`src/rtl/rsa_decrypt_core.sv`:
```
// rsa_decrypt_core: computes P = C^d mod n with right-to-left binary
// square-and-multiply. Every modular product goes through one sequential
// restoring shift-subtract reducer, so there is no combinational divider.
// Optional build macro RSA_DECRYPT_EARLY_EXIT_EN: stop as soon as the
// remaining exponent is zero. This gives a data-dependent latency and the
// engine is then not constant-time. Without the macro the latency is fixed.
module rsa_decrypt_core #(
    parameter  int WIDTH   = 16,
    localparam int RED_CYC = 2*WIDTH+1
) (
    input  logic             clk,
    input  logic             rst_n,
    input  logic             start,
    input  logic [WIDTH-1:0] cipher,
    input  logic [WIDTH-1:0] d_exp,
    input  logic [WIDTH-1:0] n_mod,
    output logic             busy,
    output logic             done,
    output logic [WIDTH-1:0] result,
    output logic             err_mod
);
    localparam int CW = $clog2(RED_CYC - 1);
    localparam int IW = $clog2(WIDTH);

    localparam logic [2:0] IDLE  = 3'd0;
    localparam logic [2:0] INIT  = 3'd1;  // one-cycle operand check after capture
    localparam logic [2:0] MUL   = 3'd2;  // reducer load cycle for acc*base
    localparam logic [2:0] RED_M = 3'd3;
    localparam logic [2:0] SQR   = 3'd4;  // reducer load cycle for base*base
    localparam logic [2:0] RED_S = 3'd5;
    localparam logic [2:0] DONE  = 3'd6;

    logic [2:0]         state_q, state_d;
    logic [WIDTH-1:0]   base_q, acc_q, d_q, n_q, result_q;
    logic [2*WIDTH-1:0] prod_q;
    // The remainder stays below n, so WIDTH bits are enough to hold it between
    // steps. Only the shifted intermediate needs the extra bit.
    logic [WIDTH-1:0]   r_q;
    logic [CW-1:0]      red_cnt_q;
    logic [IW-1:0]      idx_q;
    logic               done_q, err_q;

    logic [WIDTH:0]     r_sh, r_step;
    logic               last_red, exp_bit, accept, exp_rest_zero;

    // A start is ignored while done is high. That IDLE cycle is the
    // back-to-back cycle.
    assign accept   = (state_q == IDLE) && start && !done_q;
    assign last_red = (red_cnt_q == CW'(RED_CYC - 2));

`ifdef RSA_DECRYPT_EARLY_EXIT_EN
    // The exponent register shifts right once per bit, so bit 0 is the current bit.
    assign exp_bit       = d_q[0];
    assign exp_rest_zero = (d_q[WIDTH-1:1] == '0);
`else
    assign exp_bit       = d_q[idx_q];
    assign exp_rest_zero = 1'b0;
`endif

    // One restoring step: bring in the next product bit, then subtract n if the result fits.
    always_comb begin
        r_sh   = {r_q, prod_q[2*WIDTH-1]};
        r_step = r_sh;
        if (r_sh >= {1'b0, n_q}) r_step = r_sh - {1'b0, n_q};
    end

    // Next-state sequencing of the square-and-multiply loop.
    always_comb begin
        state_d = state_q;
        case (state_q)
            IDLE:  if (accept) state_d = INIT;
            INIT: begin
                state_d = MUL;
                if (n_q == '0) state_d = DONE;
`ifdef RSA_DECRYPT_EARLY_EXIT_EN
                if (d_q == '0) state_d = DONE;
`endif
            end
            MUL:   state_d = RED_M;
            RED_M: if (last_red) state_d = exp_rest_zero ? DONE : SQR;
            SQR:   state_d = RED_S;
            RED_S: if (last_red) state_d = (idx_q == IW'(WIDTH-1)) ? DONE : MUL;
            DONE:  state_d = IDLE;
            default: state_d = IDLE;
        endcase
    end

    // Operand capture, reducer datapath and result registers.
    always_ff @(posedge clk or negedge rst_n) begin
        if (!rst_n) begin
            state_q   <= IDLE;
            base_q    <= '0;
            acc_q     <= '0;
            d_q       <= '0;
            n_q       <= '0;
            prod_q    <= '0;
            r_q       <= '0;
            red_cnt_q <= '0;
            idx_q     <= '0;
            result_q  <= '0;
            done_q    <= 1'b0;
            err_q     <= 1'b0;
        end else begin
            state_q <= state_d;
            done_q  <= (state_q == DONE);
            case (state_q)
                IDLE: if (accept) begin
                    base_q <= cipher;
                    d_q    <= d_exp;
                    n_q    <= n_mod;
                    acc_q  <= (n_mod == WIDTH'(1)) ? '0 : WIDTH'(1);
                    idx_q  <= '0;
                    err_q  <= 1'b0;
                end
                MUL, SQR: begin
                    prod_q    <= (state_q == MUL)
                                 ? {{WIDTH{1'b0}}, acc_q}  * {{WIDTH{1'b0}}, base_q}
                                 : {{WIDTH{1'b0}}, base_q} * {{WIDTH{1'b0}}, base_q};
                    r_q       <= '0;
                    red_cnt_q <= '0;
                end
                RED_M, RED_S: begin
                    r_q       <= r_step[WIDTH-1:0];
                    prod_q    <= prod_q << 1;
                    red_cnt_q <= red_cnt_q + CW'(1);
                    if (last_red && state_q == RED_M) begin
                        // The multiply always runs. Only the write depends on the exponent bit.
                        if (exp_bit) acc_q <= r_step[WIDTH-1:0];
`ifdef RSA_DECRYPT_EARLY_EXIT_EN
                        d_q <= d_q >> 1;
`endif
                    end
                    if (last_red && state_q == RED_S) begin
                        base_q <= r_step[WIDTH-1:0];
                        idx_q  <= idx_q + IW'(1);
                    end
                end
                DONE: begin
                    result_q <= (n_q == '0) ? '0 : acc_q;
                    err_q    <= (n_q == '0);
                end
                default: ;
            endcase
        end
    end

    assign busy    = (state_q != IDLE);
    assign done    = done_q;
    assign result  = result_q;
    assign err_mod = err_q;

endmodule

```
`config.mk`:
```
export PLATFORM = sky130hd
export DESIGN_NAME = rsa_decrypt_core
export DESIGN_NICKNAME = d
export VERILOG_FILES = /design/src/rtl/rsa_decrypt_core.sv
export SDC_FILE = /design/constraint.sdc
export NUM_CORES = 1
export LEC_CHECK = 0
export ABC_AREA = 1
export CAP_MARGIN = 40
export CELL_PAD_IN_SITES_DETAIL_PLACEMENT = 1
export CELL_PAD_IN_SITES_GLOBAL_PLACEMENT = 2
export CORE_MARGIN = 2
export CORE_UTILIZATION = 41
export DETAILED_ROUTE_END_ITERATION = 7
export GPL_TIMING_DRIVEN = 0
export PLACE_DENSITY_LB_ADDON = 0.3
export SLEW_MARGIN = 5
export SYNTH_ARGS = -nofsm -noshare
export SYNTH_HDL_FRONTEND = slang
export SYNTH_SLANG_ARGS = --single-unit
```
`constraint.sdc`:
```
create_clock -name clk -period 9.5 [get_ports clk]
set_input_delay 1.9 -clock clk [delete_from_list [all_inputs] [get_ports clk]]
set_output_delay 1.9 -clock clk [all_outputs]
set_load 0.01 [all_outputs]
```
==> results.cfg <==
[worst_setup_path]
end_kind = flop
worstPathMaxFanout = 10
path_cells = clkbuf_1 > clkbuf_1 > nand2_1 > fa_1 > fa_1 > fa_1 > fa_1 > inv_1 > fa_1 > inv_1 > fa_1 > inv_1 > ha_1 > nand2_1 > nor2_1 > nand3_1 > nand3_1 > nand3_1 > nand2_1 > nand2_1 > nand3_1 > nand3_1 > nand2_1 > nand2_1
cp_slowest_cell = clkbuf_1
worstSetupStartpointType = flop
cp_top_family = adder cells
cp_slowest_stage_delay_ns = 0.61
crit_arrival_ns = 7.58
required_ns = 9.89
crit_buf_inv = 5
worstSetupPathType = flop to flop

[route]
firstDrtPassIters = 5
postRouteAntennaNets = 0
drt_iter0_markers = 1432
avgViaCountPerCell = 5.17
drc_errors = 0
totalWireLength_mm = 94.8
detail_route.wl_per_cell_microns = 21.9
num_vias = 22400

[sta]
slew_headroom_pct = 34.2
setup_tns_ns = 0
worst_pin_slew_ns = 0.987
drv_slew = 0
worst_slack_ns = 2.32
final.setup_skew_ns = 0.0174
period_share_pct = 75.6
grt_setup_unrepaired = false
finalHoldViolations = 0
fmax_mhz = 139
setup_viol = 0
period_needed_ns = 7.18

[placement]
place_ws_ns = 2.42
place.gp.congestion = 0.963
port_buffers = 69
hpwl_mm = 80.3

[clock_tree]
post-cts-setup-buffers = 0
cts_tree = done
cts_resized = 0
cts_hold_buf = 0
h-tree-depth = 4
cts_buffers = 17
cts_buffer_depth = 2
cts_sinks = 142
clkTransAtPathRegs_ns = 0.08
clkLatencyLatePin_ns = 0.50
root_buffer = clkbuf_16

[global_route]
grt_pass1_wl_mm = 148
track_usage_pct = 31.6
overflow = 0
antenna_found_initial = 2
grt_pass1_vias = 24700
grt_max_degree = 93

[floorplanning]
row_count = 90
die_y_microns = 250
start_util_pct = 41.3
die_x_microns = 250
core_sq_mm = 0.0600
pin_count = 70
dieArea_sq_mm = 0.0624

[logic_synthesis]
synth-main-ff-cell = dfrtp_1
synth.distinct_cells = 45
synth_seq_cells = 142
yosysSeqAreaShare_pct = 14.3
mappedNetlistArea_sq_mm = 0.0248
syn_nets = 4062
syn_inst = 3429
syn_area_per_cell_sq_um = 7.22
yosysWarnings = 0
async_reset_ff_share_pct = 100
synth_edf_count = 0

[finish]
layout-drive-gt1-share_pct = 2.71
finalNetCount = 4166
nFillCells = 7580
multi_input_area_sq_mm = 0.0173
area_delta_synth_final_pct = 9.93
regArea_sq_mm = 0.00355
num_antenna_cells = 0

[worst_hold_path]
min_path_type = flop to flop

[flow_run]
max_cap_violations = 0

[outcome]
status = complete, no violations
## worst register-to-register path: stages (launching register included)
cell and delay [ns]:
dfrtp_1 0.35, clkbuf_1 0.61, clkbuf_1 0.61, nand2_1 0.19, fa_1 0.58, fa_1 0.60
fa_1 0.46, fa_1 0.58, inv_1 0.06, fa_1 0.50, inv_1 0.07, fa_1 0.53
inv_1 0.07, ha_1 0.44, nand2_1 0.17, nor2_1 0.21, nand3_1 0.12, nand3_1 0.28
nand3_1 0.15, nand2_1 0.09, nand2_1 0.04, nand3_1 0.15, nand3_1 0.09, nand2_1 0.08
nand2_1 0.04
## cell families (layout without fill, tap and decap cells)
| group | count (synthesis) | in the layout | share of synthesized area, % |
|---|---|---|---|
| adder cells (fa/ha/maj) | 582 | 582 | 40.2 |
| XOR/XNOR | 29 | 29 | 1.03 |
| AO/OA/AOI/OAI | 244 | 244 | 5.77 |
| AND/OR/NAND/NOR | 1402 | 1402 | 22.9 |
| flip-flops | 142 | 142 | 14.3 |
| buffers and inverters | 1030 | 1147 | 15.7 |
## cell usage after synthesis, drive strengths merged, types with 2 or more instances
cell | count | area share (%)
nand2 | 1018 | 15
inv | 902 | 14
fa | 357 | 29
ha | 225 | 11
nand3 | 169 | 3.4
nor2 | 161 | 2.6
dfrtp | 142 | 14
clkbuf | 100 | 1.5
o21ai | 89 | 1.8
a21oi | 82 | 1.7
buf | 28 | 0.55
nand4 | 22 | 0.56
a22o | 17 | 0.60
xor2 | 16 | 0.57
o211ai | 15 | 0.45
xnor2 | 13 | 0.46
a21boi | 12 | 0.36
nor3 | 11 | 0.24
o21bai | 10 | 0.30
nand3b | 8 | 0.24
or2 | 8 | 0.20
a22oi | 6 | 0.18
o22ai | 3 | 0.076
a21o | 2 | 0.061
a31oi | 2 | 0.051
and2 | 2 | 0.051
nor4 | 2 | 0.051
o221ai | 2 | 0.071
o311ai | 2 | 0.071
## metrics by stage
stage / util [%] / std cells / area [sq um] / hold WS (ns)
global route: 45.4 / 4328 / 27200 / 0.517
global placement: 44.0 / 4280 / 26400 / 0.462
finish: 45.4 / 4328 / 27200 / 0.482
detailed placement: 44.4 / 4296 / 26600 / 0.466
floorplan: - / 3429 / 24800 / 0.449
CTS: 45.4 / 4328 / 27200 / 0.488
## cell type report
type | instances | share of cell area [%]
Timing Repair Buffer | 85 | 3.29
Tap cell | 782 | 3.59
Clock buffer | 18 | 1.61
Buffer | 128 | 1.88
Clock inverter | 14 | 0.528
Inverter | 902 | 12.4
Sequential cell | 142 | 13.1
Multi-Input combinational cell | 2257 | 63.6
## worst paths after layout
| kind | startpoint | slack (ns) | cells after the start | endpoint |
|---|---|---|---|---|
| max | acc_q[10]$_DFFE_PN0P_ | 2.32 | 24 | prod_q[22]$_DFFE_PN0P_ |
| min | prod_q[28]$_DFFE_PN0P_ | 0.48 | 2 | prod_q[28]$_DFFE_PN0P_ |
| max reg2reg | acc_q[10]$_DFFE_PN0P_ | 2.32 | 24 | prod_q[22]$_DFFE_PN0P_ |
| min reg2reg | prod_q[28]$_DFFE_PN0P_ | 0.48 | 2 | prod_q[28]$_DFFE_PN0P_ |
| max in group asynchronous | rst_n | 7.25 | 2 | result[4]$_DFFE_PN0P_ |
| min in group asynchronous | rst_n | 1.35 | 1 | d_q[15]$_DFFE_PN0P_ |
## flip-flops by register name (all words and copies together) (netlist names)
name and count:
result 16, idx_q 4, state_q 3, prod_q 32
r_q 16, d_q 16, done 1, base_q 16
err_mod 1, red_cnt_q 5, acc_q 16, n_q 16
## cells in the final DEF (no fill, tap or decap), drive strengths merged
master	netlist	layout
clkbuf	100	118
nand3b	8	8
o21ai	89	89
a21o	2	2
clkinv	0	3
nand4	22	22
o21bai	10	10
nand3	169	169
o311ai	2	2
nor3	11	11
ha	225	225
xor2	16	16
nand2	1018	1018
or2	8	8
nor2	161	161
a31o	1	1
clkdlybuf4s50	0	68
a22o	17	17
a21oi	82	82
a31oi	2	2
o211ai	15	15
dfrtp	142	142
a22oi	6	6
xnor2	13	13
fa	357	357
and3	1	1
a21boi	12	12
inv	902	912
o221ai	2	2
o22ai	3	3
and2	2	2
buf	28	45
clkinvlp	0	1
a211o	1	1
nor4	2	2
## per-layer routing
| metal | vias to the layer above | global-route usage (%) | wire length (microns) |
|---|---|---|---|
| met1 | 11300 | 42.6 | 41900 |
| met3 | 168 | 5.30 | 5840 |
| li1 | 10300 | - | - |
| met2 | 640 | 50.8 | 43000 |
| met4 | 0 | 12.3 | 3980 |
| met5 | - | 0 | 0 |
Power is left out: the tool's default activity adds up to more than one toggle a clock period on the data nets, which glitch-free logic cannot reach.
